### src/rtl/fruit_motion.sv
// -----------------------------------------------------------------------------
// fruit_motion
//
// Motion engine for a single fruit on the fruit-ninja display path. Once per
// video frame it either counts down the respawn delay, or integrates the fruit's
// parabolic flight. It launches each fruit from the bottom edge with a
// pseudo-random position and velocity. It detects slices from the USB keycode
// and keeps a saturating score.
//
// Ports:
//   Clk           in   50 MHz system clock
//   Reset_n       in   asynchronous active-low reset
//   vs            in   VGA vertical sync (active low, asynchronous)
//   keycode[7:0]  in   current USB keycode, 0 = no key
//   fruitX[9:0]   out  fruit centre X
//   fruitY[9:0]   out  fruit centre Y
//   fruitS[9:0]   out  fruit radius (constant FRUIT_SIZE)
//   fruit_active  out  fruit visible (in flight)
//   sliced_pulse  out  one-clock pulse per accepted slice
//   missed_pulse  out  one-clock pulse when the fruit falls out unsliced
//   score[7:0]    out  slice count, saturating at 255
//
// Build option:
//   FRUIT_WALL_BOUNCE_EN  when defined, a wall hit negates vx and holds X;
//                         otherwise X clamps to the wall and vx becomes 0.
// -----------------------------------------------------------------------------
module fruit_motion #(
  parameter int          SCREEN_W       = 640,
  parameter int          SCREEN_H       = 480,
  parameter int          FRUIT_SIZE     = 16,
  parameter int          GRAVITY        = 1,
  parameter int          RESPAWN_FRAMES = 60,
  parameter logic [7:0]  SLICE_KEY      = 8'h2C,
  parameter logic [15:0] LFSR_SEED      = 16'hACE1
) (
  input  logic       Clk,
  input  logic       Reset_n,
  input  logic       vs,
  input  logic [7:0] keycode,
  output logic [9:0] fruitX,
  output logic [9:0] fruitY,
  output logic [9:0] fruitS,
  output logic       fruit_active,
  output logic       sliced_pulse,
  output logic       missed_pulse,
  output logic [7:0] score
);

  localparam int                 CNT_W    = (RESPAWN_FRAMES > 1) ? $clog2(RESPAWN_FRAMES) : 1;
  localparam logic [CNT_W-1:0]   CNT_LAST = CNT_W'(RESPAWN_FRAMES - 1);
  localparam logic signed [11:0] X_LO     = 12'(FRUIT_SIZE);
  localparam logic signed [11:0] X_HI     = 12'(SCREEN_W - 1 - FRUIT_SIZE);
  localparam logic signed [10:0] Y_LIMIT  = 11'(SCREEN_H);
  localparam logic signed [8:0]  GRAV     = 9'(GRAVITY);
  localparam logic [9:0]         X_RESET  = 10'(SCREEN_W / 2);
  localparam logic [9:0]         Y_START  = 10'(SCREEN_H - 1);

  typedef enum logic [1:0] {
    ST_WAIT,
    ST_LAUNCH,
    ST_FLYING
  } state_t;

  state_t state, state_nxt;

  // Frame tick: two synchronizer flops, then a registered falling-edge detect.
  // The chain resets to the idle-high level so releasing reset cannot fake a tick.
  logic vs_meta, vs_sync, vs_prev, tick;

  always_ff @(posedge Clk or negedge Reset_n) begin
    if (!Reset_n) begin
      vs_meta <= 1'b1;
      vs_sync <= 1'b1;
      vs_prev <= 1'b1;
      tick    <= 1'b0;
    end else begin
      vs_meta <= vs;
      vs_sync <= vs_meta;
      vs_prev <= vs_sync;
      tick    <= vs_prev & ~vs_sync;
    end
  end

  // Slice is the first clock of a SLICE_KEY press, so a held key slices once.
  logic [7:0] key_prev;
  logic       slice_evt;

  always_ff @(posedge Clk or negedge Reset_n) begin
    if (!Reset_n) key_prev <= 8'h00;
    else          key_prev <= keycode;
  end

  assign slice_evt = (keycode == SLICE_KEY) && (key_prev != SLICE_KEY);

  // Right-shifting Galois LFSR for x^16+x^14+x^13+x^11. The feedback bit
  // (old bit 0) enters at bit 15 and is folded into bits 13, 12 and 10.
  logic [15:0] lfsr, lfsr_step;

  always_comb begin
    lfsr_step = {lfsr[0], lfsr[15], lfsr[14] ^ lfsr[0], lfsr[13] ^ lfsr[0],
                 lfsr[12], lfsr[11] ^ lfsr[0], lfsr[10:1]};
  end

  // Motion state. fruitX/fruitY are the position registers themselves.
  logic [CNT_W-1:0]  frame_cnt, frame_cnt_nxt;
  logic signed [7:0] vx, vx_nxt;
  logic signed [7:0] vy, vy_nxt;
  logic [9:0]        x_nxt, y_nxt;
  logic [7:0]        score_nxt;
  logic              sliced_nxt, missed_nxt, active_nxt;

  // Candidate positions for this frame, widened and signed so that wall and
  // floor comparisons see the true value before any clamping.
  logic signed [11:0] x_sum;
  logic signed [10:0] y_sum;
  logic signed [8:0]  vy_sum;
  logic               wall_lo, wall_hi, miss;

  always_comb begin
    x_sum   = $signed({2'b00, fruitX}) + $signed({{4{vx[7]}}, vx});
    y_sum   = $signed({1'b0, fruitY}) + $signed({{3{vy[7]}}, vy});
    vy_sum  = $signed({vy[7], vy}) + GRAV;
    wall_lo = (x_sum < X_LO);
    wall_hi = (x_sum > X_HI);
    miss    = (vy > 8'sd0) && (y_sum >= Y_LIMIT);
  end

  // Next-state and next-value logic. Slice takes priority over the frame
  // update, so a slice landing on the miss tick never reports a miss.
  always_comb begin
    state_nxt     = state;
    frame_cnt_nxt = frame_cnt;
    x_nxt         = fruitX;
    y_nxt         = fruitY;
    vx_nxt        = vx;
    vy_nxt        = vy;
    score_nxt     = score;
    sliced_nxt    = 1'b0;
    missed_nxt    = 1'b0;

    case (state)
      ST_WAIT: begin
        if (tick) begin
          if (frame_cnt == CNT_LAST) begin
            frame_cnt_nxt = '0;
            state_nxt     = ST_LAUNCH;
          end else begin
            frame_cnt_nxt = frame_cnt + 1'b1;
          end
        end
      end

      ST_LAUNCH: begin
        x_nxt     = 10'd64 + {1'b0, lfsr[8:0]};
        y_nxt     = Y_START;
        vy_nxt    = 8'd0 - (8'd12 + {4'd0, lfsr[12:9]});
        vx_nxt    = {5'd0, lfsr[15:13]} - 8'd4;
        state_nxt = ST_FLYING;
      end

      ST_FLYING: begin
        if (slice_evt) begin
          sliced_nxt    = 1'b1;
          score_nxt     = (score == 8'hFF) ? score : score + 8'd1;
          frame_cnt_nxt = '0;
          state_nxt     = ST_WAIT;
        end else if (tick) begin
          if (miss) begin
            // Position is left at its last on-screen value.
            missed_nxt    = 1'b1;
            frame_cnt_nxt = '0;
            state_nxt     = ST_WAIT;
          end else begin
            y_nxt = (y_sum < 11'sd0) ? 10'd0 : y_sum[9:0];

            if (vy_sum > 9'sd127)       vy_nxt = 8'sd127;
            else if (vy_sum < -9'sd128) vy_nxt = -8'sd128;
            else                        vy_nxt = vy_sum[7:0];

            if (wall_lo || wall_hi) begin
`ifdef FRUIT_WALL_BOUNCE_EN
              vx_nxt = 8'd0 - vx;
`else
              x_nxt  = wall_lo ? X_LO[9:0] : X_HI[9:0];
              vx_nxt = 8'sd0;
`endif
            end else begin
              x_nxt = x_sum[9:0];
            end
          end
        end
      end

      default: begin
        state_nxt = ST_WAIT;
      end
    endcase

    active_nxt = (state_nxt == ST_FLYING);
  end

  // All state and outputs are registered here.
  always_ff @(posedge Clk or negedge Reset_n) begin
    if (!Reset_n) begin
      state        <= ST_WAIT;
      frame_cnt    <= '0;
      fruitX       <= X_RESET;
      fruitY       <= Y_START;
      vx           <= 8'sd0;
      vy           <= 8'sd0;
      score        <= 8'd0;
      fruit_active <= 1'b0;
      sliced_pulse <= 1'b0;
      missed_pulse <= 1'b0;
      lfsr         <= LFSR_SEED;
    end else begin
      state        <= state_nxt;
      frame_cnt    <= frame_cnt_nxt;
      fruitX       <= x_nxt;
      fruitY       <= y_nxt;
      vx           <= vx_nxt;
      vy           <= vy_nxt;
      score        <= score_nxt;
      fruit_active <= active_nxt;
      sliced_pulse <= sliced_nxt;
      missed_pulse <= missed_nxt;
      if (tick) lfsr <= lfsr_step;
    end
  end

  assign fruitS = 10'(FRUIT_SIZE);

endmodule
### config.mk
export PLATFORM = sky130hd
export DESIGN_NAME = fruit_motion
export DESIGN_NICKNAME = d
export VERILOG_FILES = /design/src/rtl/fruit_motion.sv
export SDC_FILE = /design/constraint.sdc
export NUM_CORES = 1
export LEC_CHECK = 0
export CAP_MARGIN = 20
export CORE_ASPECT_RATIO = 0.8
export CORE_MARGIN = 5
export CORE_UTILIZATION = 55
export CTS_CLUSTER_DIAMETER = 100
export DETAILED_ROUTE_END_ITERATION = 10
export GPL_ROUTABILITY_DRIVEN = 1
export PLACE_DENSITY = 0.88
export SYNTH_ARGS = -nofsm -noshare
export SYNTH_HDL_FRONTEND = slang
export SYNTH_SLANG_ARGS = --single-unit
### constraint.sdc
create_clock -name Clk -period 3.8 [get_ports Clk]
set_input_delay 0.76 -clock Clk [delete_from_list [all_inputs] [get_ports Clk]]
set_output_delay 0.76 -clock Clk [all_outputs]
set_load 0.005 [all_outputs]
; ---- After elaboration in Yosys (flattened, before gate mapping)
; Cells that the tools add are included.
; W data, S select, Z words.
[totals]
regBits = 83
output_inout_bits = 41
[classes]
n_addsub = 9
order_cmp = 7
eq_ne = 14
n_mux = 40
bitwise = 6
n_reduce_logical = 10
[op_table]
columns = operator, count
row1 = $mux W10, 9
row2 = $mux W8, 9
row3 = $pmux W10 S2, 2
row4 = $pmux W8 S2, 2
row5 = $mux W6, 5
row6 = $add A11 B8 Y12, 1
row7 = $gt A12 B11 Y1 const B, 1
row8 = $lt A12 B6 Y1 const B, 1
row9 = $pmux W6 S2, 1
row10 = $add A11 B8 Y11, 1
row11 = $ge A11 B10 Y1 const B, 1
row12 = $lt A11 B1 Y1 const B, 1
row13 = $add A7 B9 Y10 const A, 1
row14 = $mux W2, 5
row15 = $ne A2 B2 Y1 const B, 5
row16 = $add A8 B2 Y9 const B, 1
row17 = $gt A9 B8 Y1 const B, 1
row18 = $lt A9 B8 Y1 const B, 1
row19 = $add A8 B1 Y8 const B, 1
row20 = $eq A8 B6 Y1 const B, 1
row21 = $eq A8 B8 Y1 const B, 1
row22 = $gt A8 B1 Y1 const B, 1
row23 = $ne A8 B6 Y1 const B, 1
row24 = $reduce_and A4 Y1, 2
row25 = other kinds (19), 31

; ---- Longest topological paths before layout
; Gate-level depths: netlist of the first run.
[depth]
word_depth = 8
mapped_depth = 11

; ---- Worst setup path before layout of the first run
; OpenSTA, ideal clock, no wires.
[synth_timing]
path_type = register to register
startpoint = register vy[0]
endpoint = register fruitX[1]
setup_time_ns = 0.126
t_arrival_ns = 2.658
path_slack_ns = 1.016
path_stages_with_launch = 11
path_buffers = 0
period_less_slack_ns = 2.784
cell_sequence = dfrtp_1 -> ha_1 -> fa_1 -> a21o_1 -> nand4_1 -> nand3_1 -> xor2_1 -> a41oi_2 -> o31a_2 -> and2_1 -> a221o_1
[synth_via]
elab_chain_len = 5
word_cells_on_any_way = 6
[synth_rtl]
columns = item, line
row1 = start: declaration, 107  ; logic signed [7:0] vy, vy_nxt;
row2 = start signal: assignment, 222  ; vy <= vy_nxt;
row3 = $add A11 B8 Y11, 121  ; y_sum = $signed({1'b0, fruitY}) + $signed({{3{vy[7]}}, vy});
row4 = $ge A11 B10 Y1, 125  ; miss = (vy > 8'sd0) && (y_sum >= Y_LIMIT);
row5 = $logic_and A1 B1 Y1 (*), 125
row6 = $ne A2 B2 Y1 (no source line) (*), n/a
row7 = $reduce_and A4 Y1 (no source line) (*), n/a
row8 = end signal: assignment, 219  ; fruitX <= x_nxt;
row9 = end: declaration, 40  ; output logic [9:0] fruitX,
; Every way passes the cells marked *; elsewhere a longest branch is shown, timed or not.
; A chain may end at the register's enable or synchronous reset.

; ---- Worst setup path in the final report of the first run
[layout_timing]
startpoint = register vy[0]
endpoint = register vy[6]
[layout_via]
elab_chain_len = 8
word_cells_on_any_way = 15
[layout_rtl]
columns = item, line
row1 = $add A8 B2 Y9, 122  ; vy_sum = $signed({vy[7], vy}) + GRAV;
row2 = $lt A9 B8 Y1, 177  ; else if (vy_sum < -9'sd128) vy_nxt = -8'sd128;
row3 = $mux W8, 177
row4 = $mux W8, 176  ; if (vy_sum > 9'sd127) vy_nxt = 8'sd127;
row5 = $mux W8, 168  ; if (miss) begin
row6 = $mux W8, 167  ; end else if (tick) begin
row7 = $mux W8, 162  ; if (slice_evt) begin
row8 = $pmux W8 S2, 141  ; case (state)
; Parallel ways exist; a longest one is shown, timed or not. The select of a mux whose other input is x is not followed.

==> flow_summary.yaml, run 1 <==
outcome:
  run_status: "finished clean"
worst_setup_path:
  rr_worst_depth: 11
  regToRegEndpoint: "vy[6]$_DFFE_PN0P_"
  required_time_worst_endpoint_ns: 4.06
  worst-setup-path-type: "reg -> reg"
  worst_flop_to_flop_path_startpoint: "vy[0]$_DFFE_PN0P_"
  cp-start-kind: "flop"
  timing.reg2reg.setup_slack_ns: 0.53
  crit_fanout: 31
  worstSetupEndpointType: "flop"
  worst_ep_arrival_time_ns: 3.52
timing:
  report.final.slew_viol_count: 0
  worst_pin_slew_ns: 0.954
  timing.clock.skew_ns: 0.00835
  maxSlewHeadroom: 0.364
  aggregate_negative_setup_slack_ns: 0
  grt_setup_unrepaired: "no"
  setup_viol: 0
  layout_min_cycle_time_ns: 3.27
  hold_viol: 0
  fin_crit_sh: 0.859
  max_freq_mhz: 306
floorplan:
  core_region_area_um2: 8370
  top_level_ports: 52
  floorplan.die.height_um: 92.4
  die_w_um: 113
  floorplan_row_count: 30
  initial_utilization: 0.558
  die_area_um2: 10400
clock_tree:
  clock-root-buffer: "sky130_fd_sc_hd__clkbuf_8"
  cts-hold-fix-buffers: 0
  cts_made_buffers: 9
  cts_tree: "yes"
  cts.path.max_buffers: 2
  cts.reportedPaths.clkPinSlew_ns: 0.09
  post_cts_buffers: 0
  clock_latency_ns: 0.36
  clock_tree_sinks: 78
  h-tree-depth: 3
  ctsResizeCount: 0
power_and_ir_drop:
  p_leak_nw: 2.29
  power_density_nw_per_um2: 784
  ir_worst_vdd_v: 0.000498
drt:
  antenna_left: 0
  dr_total_vias: 3732
  drt_pre_antenna_iters: 4
  wl_per_cell_um: 16.1
  detail_route.drc_violations: 0
  wl_um: 10200
  drtIter0Drc: 242
  drt-vias-per-instance: 5.88
worst_hold_path:
  worst_hold_endpoint: "vs_sync$_DFF_PN1_"
  min-delay-start: "vs_meta$_DFF_PN1_"
  worstHoldPathType: "reg -> reg"
  hold-path-cell-count: 0
finish:
  diodes: 0
  final_net_count: 559
  final_layout_size_suffix_gt1_frac: 0.138
  finish.cell_count_without_fillers: 635
  flow.area_growth_from_synthesis_pct: 14.3
global_routing:
  largest_net_degree_at_the_start_of_global_routing: 79
  first_global_vias: 3795
  grt_pass1_wl_um: 17800
  grt-ovfl-total: 0
  initial_antenna_violation_count: 0
  groute.usage.overall: 0.205
place:
  hpwl_um: 7310
  cell_count_after_placement: 619
  place_congestion: 0.848
  port_buffers: 41
logic_synthesis:
  postSynthAreaPerCell_um2: 9.77
  synthDistinctLibCells: 72
  post_synth_xor_area_fraction: 0.0544
  yosys_warnings: 0
  main_combinational_cell_family_by_area_after_synthesis: "compound AO/OA/AOI/OAI gates"
  synth_ff_type: "sky130_fd_sc_hd__dfrtp_1"
  async_flop_share: 1.00
  netlist_top_cells_area: "sky130_fd_sc_hd__dfrtp_1 31%, sky130_fd_sc_hd__dfstp_2 12%, sky130_fd_sc_hd__ha_1 7.5%"
  post_synth_edffs: 0
  synthSimpleGateAreaFrac: 0.161
  synthMuxAreaShare: 0.0356
  synthAdderAreaFrac: 0.0836
  synth.top_cell.area_share: 0.305
  netlist_area_um2: 4670
  cells_after_synthesis: 478
  synth_seq_cells: 78
  synth_compound_gate_area_share: 0.196
  yosysSeqAreaShare: 0.424
  synth_top_cell_by_area: "sky130_fd_sc_hd__dfrtp_1"
run:
  drv_cap: 0
==> worst max path at each step <==
stage                      start                     to  slack [ns]  cells after the start
2_1_floorplan  vy[0]$_DFFE_PN0P_  fruitX[1]$_DFFE_PN0P_        1.02                     10
3_3_place_gp          keycode[1]      vy[4]$_DFFE_PN0P_        0.61                      9
3_5_place_dp          keycode[1]      vy[2]$_DFFE_PN0P_        0.59                      9
4_1_cts        vy[0]$_DFFE_PN0P_      vy[6]$_DFFE_PN0P_        0.56                     11
5_1_grt        vx[6]$_DFFE_PN0P_  fruitX[2]$_DFFE_PN0P_        0.37                      9
6_report       vy[0]$_DFFE_PN0P_      vy[6]$_DFFE_PN0P_        0.53                     11
==> cell type report <==
class	count	area, um^2
Tap cell	112	140
Multi-Input combinational cell	369	2520
Timing Repair Buffer	45	438
Clock buffer	11	141
Fill cell	700	3030
Clock inverter	5	65.1
Inverter	15	56.3
Sequential cell	78	1980
==> per-stage QoR <==
| stage | utilization | cell area, um^2 | hold slack [ns] | setup WS [ns] | power, mW |
|---|---|---|---|---|---|
| final | 0.638 | 5340 | 0.362 | 0.534 | 4.18 |
| after global routing | 0.638 | 5340 | 0.369 | 0.371 | 4.52 |
| after CTS | 0.638 | 5340 | 0.366 | 0.562 | 4.19 |
| after detailed placement | 0.613 | 5130 | 0.353 | 0.588 | 3.51 |
| after global placement | 0.613 | 5130 | 0.347 | 0.610 | 3.40 |
| after floorplan | - | 4700 | 0.345 | 1.02 | 2.86 |
==> critical path, stage by stage (launching register included) <==
cell and delay, ns:
sky130_fd_sc_hd__dfrtp_1 0.49, sky130_fd_sc_hd__ha_1 0.28, sky130_fd_sc_hd__fa_1 0.42, sky130_fd_sc_hd__a21o_1 0.19, sky130_fd_sc_hd__nand4_1 0.09, sky130_fd_sc_hd__nand3_1 0.15
sky130_fd_sc_hd__xor2_1 0.20, sky130_fd_sc_hd__a41oi_2 0.42, sky130_fd_sc_hd__o31a_2 0.22, sky130_fd_sc_hd__buf_4 0.31, sky130_fd_sc_hd__o211ai_1 0.14, sky130_fd_sc_hd__a22o_1 0.25
==> report_power, final <==
part | leakage [nW] | internal, mW | switching (mW) | total (mW)
Sequential | 0.919 | 1.15 | 0.317 | 1.47
Combinational | 1.27 | 0.960 | 1.10 | 2.06
Clock | 0.105 | 0.330 | 0.327 | 0.657
Total | 2.29 | 2.44 | 1.74 | 4.18
==> metal layers <==
metal | vias to the layer above | track usage | part of all wire
met5 | - | 0 | 0
li1 | 1810 | - | -
met3 | 11 | 0.0542 | 0.064
met4 | 0 | 0.0400 | 0.0098
met1 | 1783 | 0.278 | 0.44
met2 | 128 | 0.335 | 0.48
==> kinds of logic (layout without fill, tap and decap cells) <==
kind of cell / count (synthesis) / after routing
AND/OR/NAND/NOR: 149 / 149
multiplexers: 15 / 15
XOR/XNOR: 29 / 29
other: 2 / 10
buffers and inverters: 39 / 76
adder cells (fa/ha/maj): 30 / 30
flip-flops: 78 / 78
AO/OA/AOI/OAI: 136 / 136
==> sequential cells by signal, summed over array words and instances (netlist names) <==
name          cells
lfsr             16
fruitX           10
fruitY           10
key_prev          8
score             8
vy                8
frame_cnt         6
vx                3
state             2
fruit_active      1
missed_pulse      1
sliced_pulse      1
tick              1
vs_meta           1
vs_prev           1
vs_sync           1
==> synthesized netlist by cell type (3+ instances only) <==
cell type	instances
sky130_fd_sc_hd__o21a_1	3
sky130_fd_sc_hd__a211oi_1	4
sky130_fd_sc_hd__xor2_1	13
sky130_fd_sc_hd__a32o_1	3
sky130_fd_sc_hd__nand3_1	22
sky130_fd_sc_hd__o21ai_0	24
sky130_fd_sc_hd__mux2_2	13
sky130_fd_sc_hd__a31oi_1	5
sky130_fd_sc_hd__nand4_1	7
sky130_fd_sc_hd__o211ai_1	7
sky130_fd_sc_hd__buf_1	3
sky130_fd_sc_hd__nand2_1	33
sky130_fd_sc_hd__inv_1	15
sky130_fd_sc_hd__a21o_1	7
sky130_fd_sc_hd__nor3_1	5
sky130_fd_sc_hd__a21oi_1	45
sky130_fd_sc_hd__nand2b_1	5
sky130_fd_sc_hd__a22o_1	3
sky130_fd_sc_hd__ha_1	28
sky130_fd_sc_hd__o21ai_1	5
sky130_fd_sc_hd__clkbuf_1	6
sky130_fd_sc_hd__nor2_1	39
sky130_fd_sc_hd__a221o_1	3
sky130_fd_sc_hd__dfstp_2	21
sky130_fd_sc_hd__dfrtp_1	57
sky130_fd_sc_hd__buf_2	3
sky130_fd_sc_hd__nor2b_1	9
sky130_fd_sc_hd__xnor2_1	16
sky130_fd_sc_hd__buf_4	10
sky130_fd_sc_hd__and2_1	3
sky130_fd_sc_hd__and3_1	8
==> layout by cell type, fill, tap and decap left out, drive strengths merged, types with 9 or more instances in the layout <==
cell,n
clkdlybuf4s50,40
mux2,13
dfrtp,57
conb,10
a21o,9
nor2,39
xnor2,16
nor2b,10
ha,28
o21ai,29
a21oi,45
nand3,22
dfstp,21
nand2,33
clkbuf,11
inv,18
xor2,13
No activity file was read; power rests on OpenSTA's default activity.
==> run 2, diff against run 1 <==
--- a/config.mk
+++ b/config.mk
@@ -6,7 +6,7 @@
 export NUM_CORES = 1
 export LEC_CHECK = 0
 export CAP_MARGIN = 20
-export CORE_ASPECT_RATIO = 0.8
+export CORE_ASPECT_RATIO = 1.1
 export CORE_MARGIN = 5
 export CORE_UTILIZATION = 55
 export CTS_CLUSTER_DIAMETER = 100
==> run 2 against run 1 <==
Fmax hardly changed. Design area is 0.21% lower. Register-to-register slack hardly changed. Global-route usage hardly changed. Die area hardly changed. Routed wire length is 1.3% higher. Non-clock buffer count stayed put. Critical endpoint unchanged.
==> flow_summary.yaml, run 2 (synthesized netlist as in run 1, its figures left out) <==
outcome:
  run_status: "finished clean"
drt:
  antenna_left: 0
  detail_route.drc_violations: 0
  wl_per_cell_um: 16.4
  drt_pre_antenna_iters: 4
  drtIter0Drc: 336
  dr_total_vias: 3824
  drt-vias-per-instance: 6.03
  wl_um: 10400
timing:
  setup_viol: 0
  grt_setup_unrepaired: "no"
  max_freq_mhz: 306
  report.final.slew_viol_count: 0
  layout_min_cycle_time_ns: 3.27
  timing.clock.skew_ns: 0.0116
  maxSlewHeadroom: 0.368
  hold_viol: 0
  aggregate_negative_setup_slack_ns: 0
  fin_crit_sh: 0.860
  worst_pin_slew_ns: 0.948
  hold_slack_ns: 0.365
clock_tree:
  clock-root-buffer: "sky130_fd_sc_hd__clkbuf_8"
  cts-hold-fix-buffers: 0
  ctsResizeCount: 0
  clock_latency_ns: 0.36
  h-tree-depth: 3
  cts_made_buffers: 9
  cts.path.max_buffers: 2
  clock_tree_sinks: 78
  cts_tree: "yes"
  post_cts_buffers: 0
  cts.reportedPaths.clkPinSlew_ns: 0.08
power_and_ir_drop:
  power.internal_mw: 2.42
  seq_power_share: 0.355
  power_density_nw_per_um2: 781
  ir_worst_vdd_v: 0.000401
  fin_total_pwr_mw: 4.16
  p_comb_frac: 0.494
  switching_share: 0.419
  p_leak_nw: 2.29
  pwr-share-clk: 0.151
  total_switching_power_mw: 1.74
global_routing:
  initial_antenna_violation_count: 0
  grt_pass1_wl_um: 17700
  largest_net_degree_at_the_start_of_global_routing: 79
  groute.usage.overall: 0.205
  first_global_vias: 3879
  grt-ovfl-total: 0
finish:
  final_instance_area_um2: 5330
  mostFrequentLayoutCells: "57 x sky130_fd_sc_hd__dfrtp_1, 45 x sky130_fd_sc_hd__a21oi_1, 40 x sky130_fd_sc_hd__clkdlybuf4s50_1, 39 x sky130_fd_sc_hd__nor2_1, 33 x sky130_fd_sc_hd__nand2_1"
  final_net_count: 559
  core_occupancy_in_the_finished_layout: 0.640
  regMostFlops: "lfsr"
  diodes: 0
  layout_top_registers: "lfsr: 16 flops, fruitX: 10 flops, fruitY: 10 flops"
  area_taken_by_multi_input_logic_gates_um2: 2520
  layout.filler_cells: 665
  largest_reg_flops: 16
  combined_flip_flop_and_latch_cell_area_um2: 1980
  flow.area_growth_from_synthesis_pct: 14.1
  mostFrequentLayoutCell: "sky130_fd_sc_hd__dfrtp_1"
  final_layout_size_suffix_gt1_frac: 0.138
worst_setup_path:
  worstSetupEndpointType: "flop"
  cp_top_family: "compound AO/OA/AOI/OAI gates"
  required_time_worst_endpoint_ns: 4.05
  critical_path.cell_chain: "ha_1 > and3_1 > and3_1 > a311oi_2 > xnor2_1 > a41oi_2 > o31a_2 > buf_4 > o211ai_1 > a22o_1"
  cp-start-kind: "flop"
  crit_top_cell: "sky130_fd_sc_hd__and3_1"
  worst_ep_arrival_time_ns: 3.51
  worst-path-buf-inv: 1
  crit_fanout: 31
  worst-setup-path-type: "reg -> reg"
  crit_path_max_incr_delay_ns: 0.59
  critical-path-slowest-cell: "sky130_fd_sc_hd__dfrtp_1"
place:
  place_congestion: 0.923
  place_area_um2: 5130
  port_buffers: 41
  hpwl_um: 7390
run:
  drv_cap: 0
floorplan:
  top_level_ports: 52
  initial_utilization: 0.561
  die_w_um: 97.9
  floorplan.die.height_um: 107
  core_region_area_um2: 8320
  die_area_um2: 10400
  floorplan_row_count: 35
worst_hold_path:
  worstHoldPathType: "reg -> reg"
[run 2: changes by cell type in the layout (fill, tap and decap cells not counted)]
cell                         change
sky130_fd_sc_hd__inv_6           -1
sky130_fd_sc_hd__clkinv_2        +1
sky130_fd_sc_hd__clkbuf_8        -1
sky130_fd_sc_hd__clkinvlp_4      +1
[run 2: routing by layer]
layer | vias up | GRT usage | routed length (um)
met1 | 1863 | 0.256 | 4470
met4 | 0 | 0.0673 | 217
met2 | 125 | 0.349 | 5140
met5 | - | 0 | 0
met3 | 26 | 0.0514 | 541
li1 | 1810 | - | -
[run 2: final timing paths]
kind,from,end,slack (ns),cells after the start
worst max-delay path,vy[7]$_DFFE_PN0P_,vy[6]$_DFFE_PN0P_,0.53,10
worst min-delay path,vs_meta$_DFF_PN1_,vs_sync$_DFF_PN1_,0.36,0
worst max register to register,vy[7]$_DFFE_PN0P_,vy[6]$_DFFE_PN0P_,0.53,10
worst min register to register,vs_meta$_DFF_PN1_,vs_sync$_DFF_PN1_,0.36,0
max in group asynchronous,Reset_n,vy[5]$_DFFE_PN0P_,2.65,1
min in group asynchronous,Reset_n,score[2]$_DFFE_PN0P_,0.54,1
[run 2: per-stage QoR]
step	instances	worst slack (ns)
6_report	634	0.534
4_1_cts	634	0.570
2_1_floorplan	486	1.02
3_5_place_dp	618	0.503
3_3_place_gp	618	0.664
5_1_grt	634	0.292
[run 2: final cells by class]
class	count	share of cell area
timing repair buffer	45	0.0822
sequential	78	0.371
multi-input combinational	369	0.473
inverter	15	0.0106
clock inverter	6	0.0129
clock buffer	10	0.0240
tap	111	0.0261
[run 2: power by group through the flow]
stage	registers (mW)	logic, mW	clock network, mW
5_1_grt	1.52	2.31	0.680
4_1_cts	1.47	2.04	0.639
6_report	1.48	2.05	0.627
3_5_place_dp	1.48	2.02	0
2_1_floorplan	1.37	1.49	0
3_3_place_gp	1.46	1.93	0
==> variant, RTL diff (settings of run 1) <==
Change the parameter `RESPAWN_FRAMES` from 60 to 120.
--- a/src/rtl/fruit_motion.sv
+++ b/src/rtl/fruit_motion.sv
@@ -29,7 +29,7 @@
   parameter int          SCREEN_H       = 480,
   parameter int          FRUIT_SIZE     = 16,
   parameter int          GRAVITY        = 1,
-  parameter int          RESPAWN_FRAMES = 60,
+  parameter int          RESPAWN_FRAMES = 120,
   parameter logic [7:0]  SLICE_KEY      = 8'h2C,
   parameter logic [15:0] LFSR_SEED      = 16'hACE1
 ) (
Behaviour: no difference found for any inputs over 10 cycles, from zero or initial values and one cycle with Reset_n low; that may be too few to reach the edited logic, so the function may still have changed.
==> variant against run 1 <==
- sequential cell count up 1
- largest cell class unchanged
- synthesized area rose by 8.4%
- count of clock-buffer cells in the layout is 2 lower
- clock power rose by 34%
- critical endpoint is now fruitX[0]$_DFFE_PN0P_
- utilization increased by 0.80 points
- power up 23%
- final area rose by 9.3%
- setup slack got worse by 0.30 ns
- routed wire length increased by 18%
==> variant: results (changes against run 1) <==
The total global-route track usage is 0.224 (was 0.205). The number of detailed-route iterations in the first pass is 5 (was 4). The detailed-routing wirelength on met1 came out at 5.21 mm (was 4.53 mm). The slowest cell on the critical path is a21oi_1 (was dfrtp_1). The largest fanout of any net on the critical path came to 13 (was 31). The capture point of the worst reg-to-reg path is fruitX[0]$_DFFE_PN0P_ (was vy[6]$_DFFE_PN0P_).

Run status: complete, no violations (unchanged). The root buffer selected by CTS is clkbuf_16 (was clkbuf_8). The fraction of layout cells with a size suffix above 1 is 0.131 (was 0.138). The combinational fraction of design power came out at 0.532 (was 0.492). The detailed route wirelength on metal2 came out at 5.85 mm (was 4.95 mm).

The number of cells produced by synthesis came out at 540 (was 478). The final hold slack is 0.356 ns (was 0.362 ns). The leakage power came to 2.53 nW (was 2.29 nW).

The xor and xnor fraction of the mapped netlist area is 0.0363 (was 0.0544). The via count of the first global-routing pass came out at 4137 (was 3795). Synth cell count leaders: dfrtp_1 (58), a21oi_1 (47), nor2_1 (47), nand2_1 (40), o21ai_0 (31) (was dfrtp_1 (57), a21oi_1 (45), nor2_1 (39), nand2_1 (33), ha_1 (28)). The actual slew at the worst max-slew pin is 1.06 ns (was 0.954 ns). The net count reported at finish is 618 (was 559).

The insertion delay of the later-clocked pin in the worst-skew pair is 0.34 ns (was 0.36 ns). The half-perimeter wire length after placement is 8.19 mm (was 7.31 mm). The total wire length after detailed routing came to 12.1 mm (was 10.2 mm).

The launching point of the worst reg2reg path is vx[6]$_DFFE_PN0P_ (was vy[0]$_DFFE_PN0P_). The shortest clock period the worst path allows after layout is 3.57 ns (was 3.27 ns). The share of synthesized cell area in full adder, half adder and majority cells came out at 0.0771 (was 0.0836). Cell types with the largest area share after synthesis: dfrtp_1 (29%), dfstp_2 (11%), ha_1 (6.9%) (was dfrtp_1 (31%), dfstp_2 (12%), ha_1 (7.5%)). The number of cells after detailed placement came out at 680 (was 619). The sum of met3 wire segment lengths after detailed routing is 905 um (was 659 um). The pin count of the biggest net entering global routing is 80 (was 79).

The relative contribution of the clock network to total power is 0.171 (was 0.157). The biggest cell delay along the critical path came to 0.62 ns (was 0.49 ns). The share of the yosys chip area belonging to registers came to 0.396 (was 0.424).
[variant: cell types whose count changed in the layout (fill, tap and decap cells not counted), sizes merged, moves of 5 or more]
| cell | change |
|---|---|
| o21ai | +6 |
| nand3 | -6 |
| nor2 | +8 |
| a211o | +9 |
| xor2 | -7 |
| a31oi | +5 |
| and2 | +5 |
| a21o | -5 |
| inv | +12 |
| nand2 | +7 |
| o31ai | +5 |
[variant: repair_timing]
| action | in CTS | in global routing |
|---|---|---|
| hold buffers | 0 | 0 |
| buffers inserted | 0 | 0 |
| endpoints found under the setup margin | 0 | 4 |
| resized for setup | 0 | 0 |
[variant: cell type report]
| type | count | area, um^2 | area share |
|---|---|---|---|
| multi-input combinational | 412 | 2820 | 0.484 |
| sequential | 79 | 2000 | 0.343 |
| timing repair buffer | 48 | 460 | 0.0789 |
| clock buffer | 9 | 225 | 0.0386 |
| tap | 115 | 144 | 0.0247 |
| inverter | 27 | 101 | 0.0174 |
| clock inverter | 7 | 78.8 | 0.0135 |
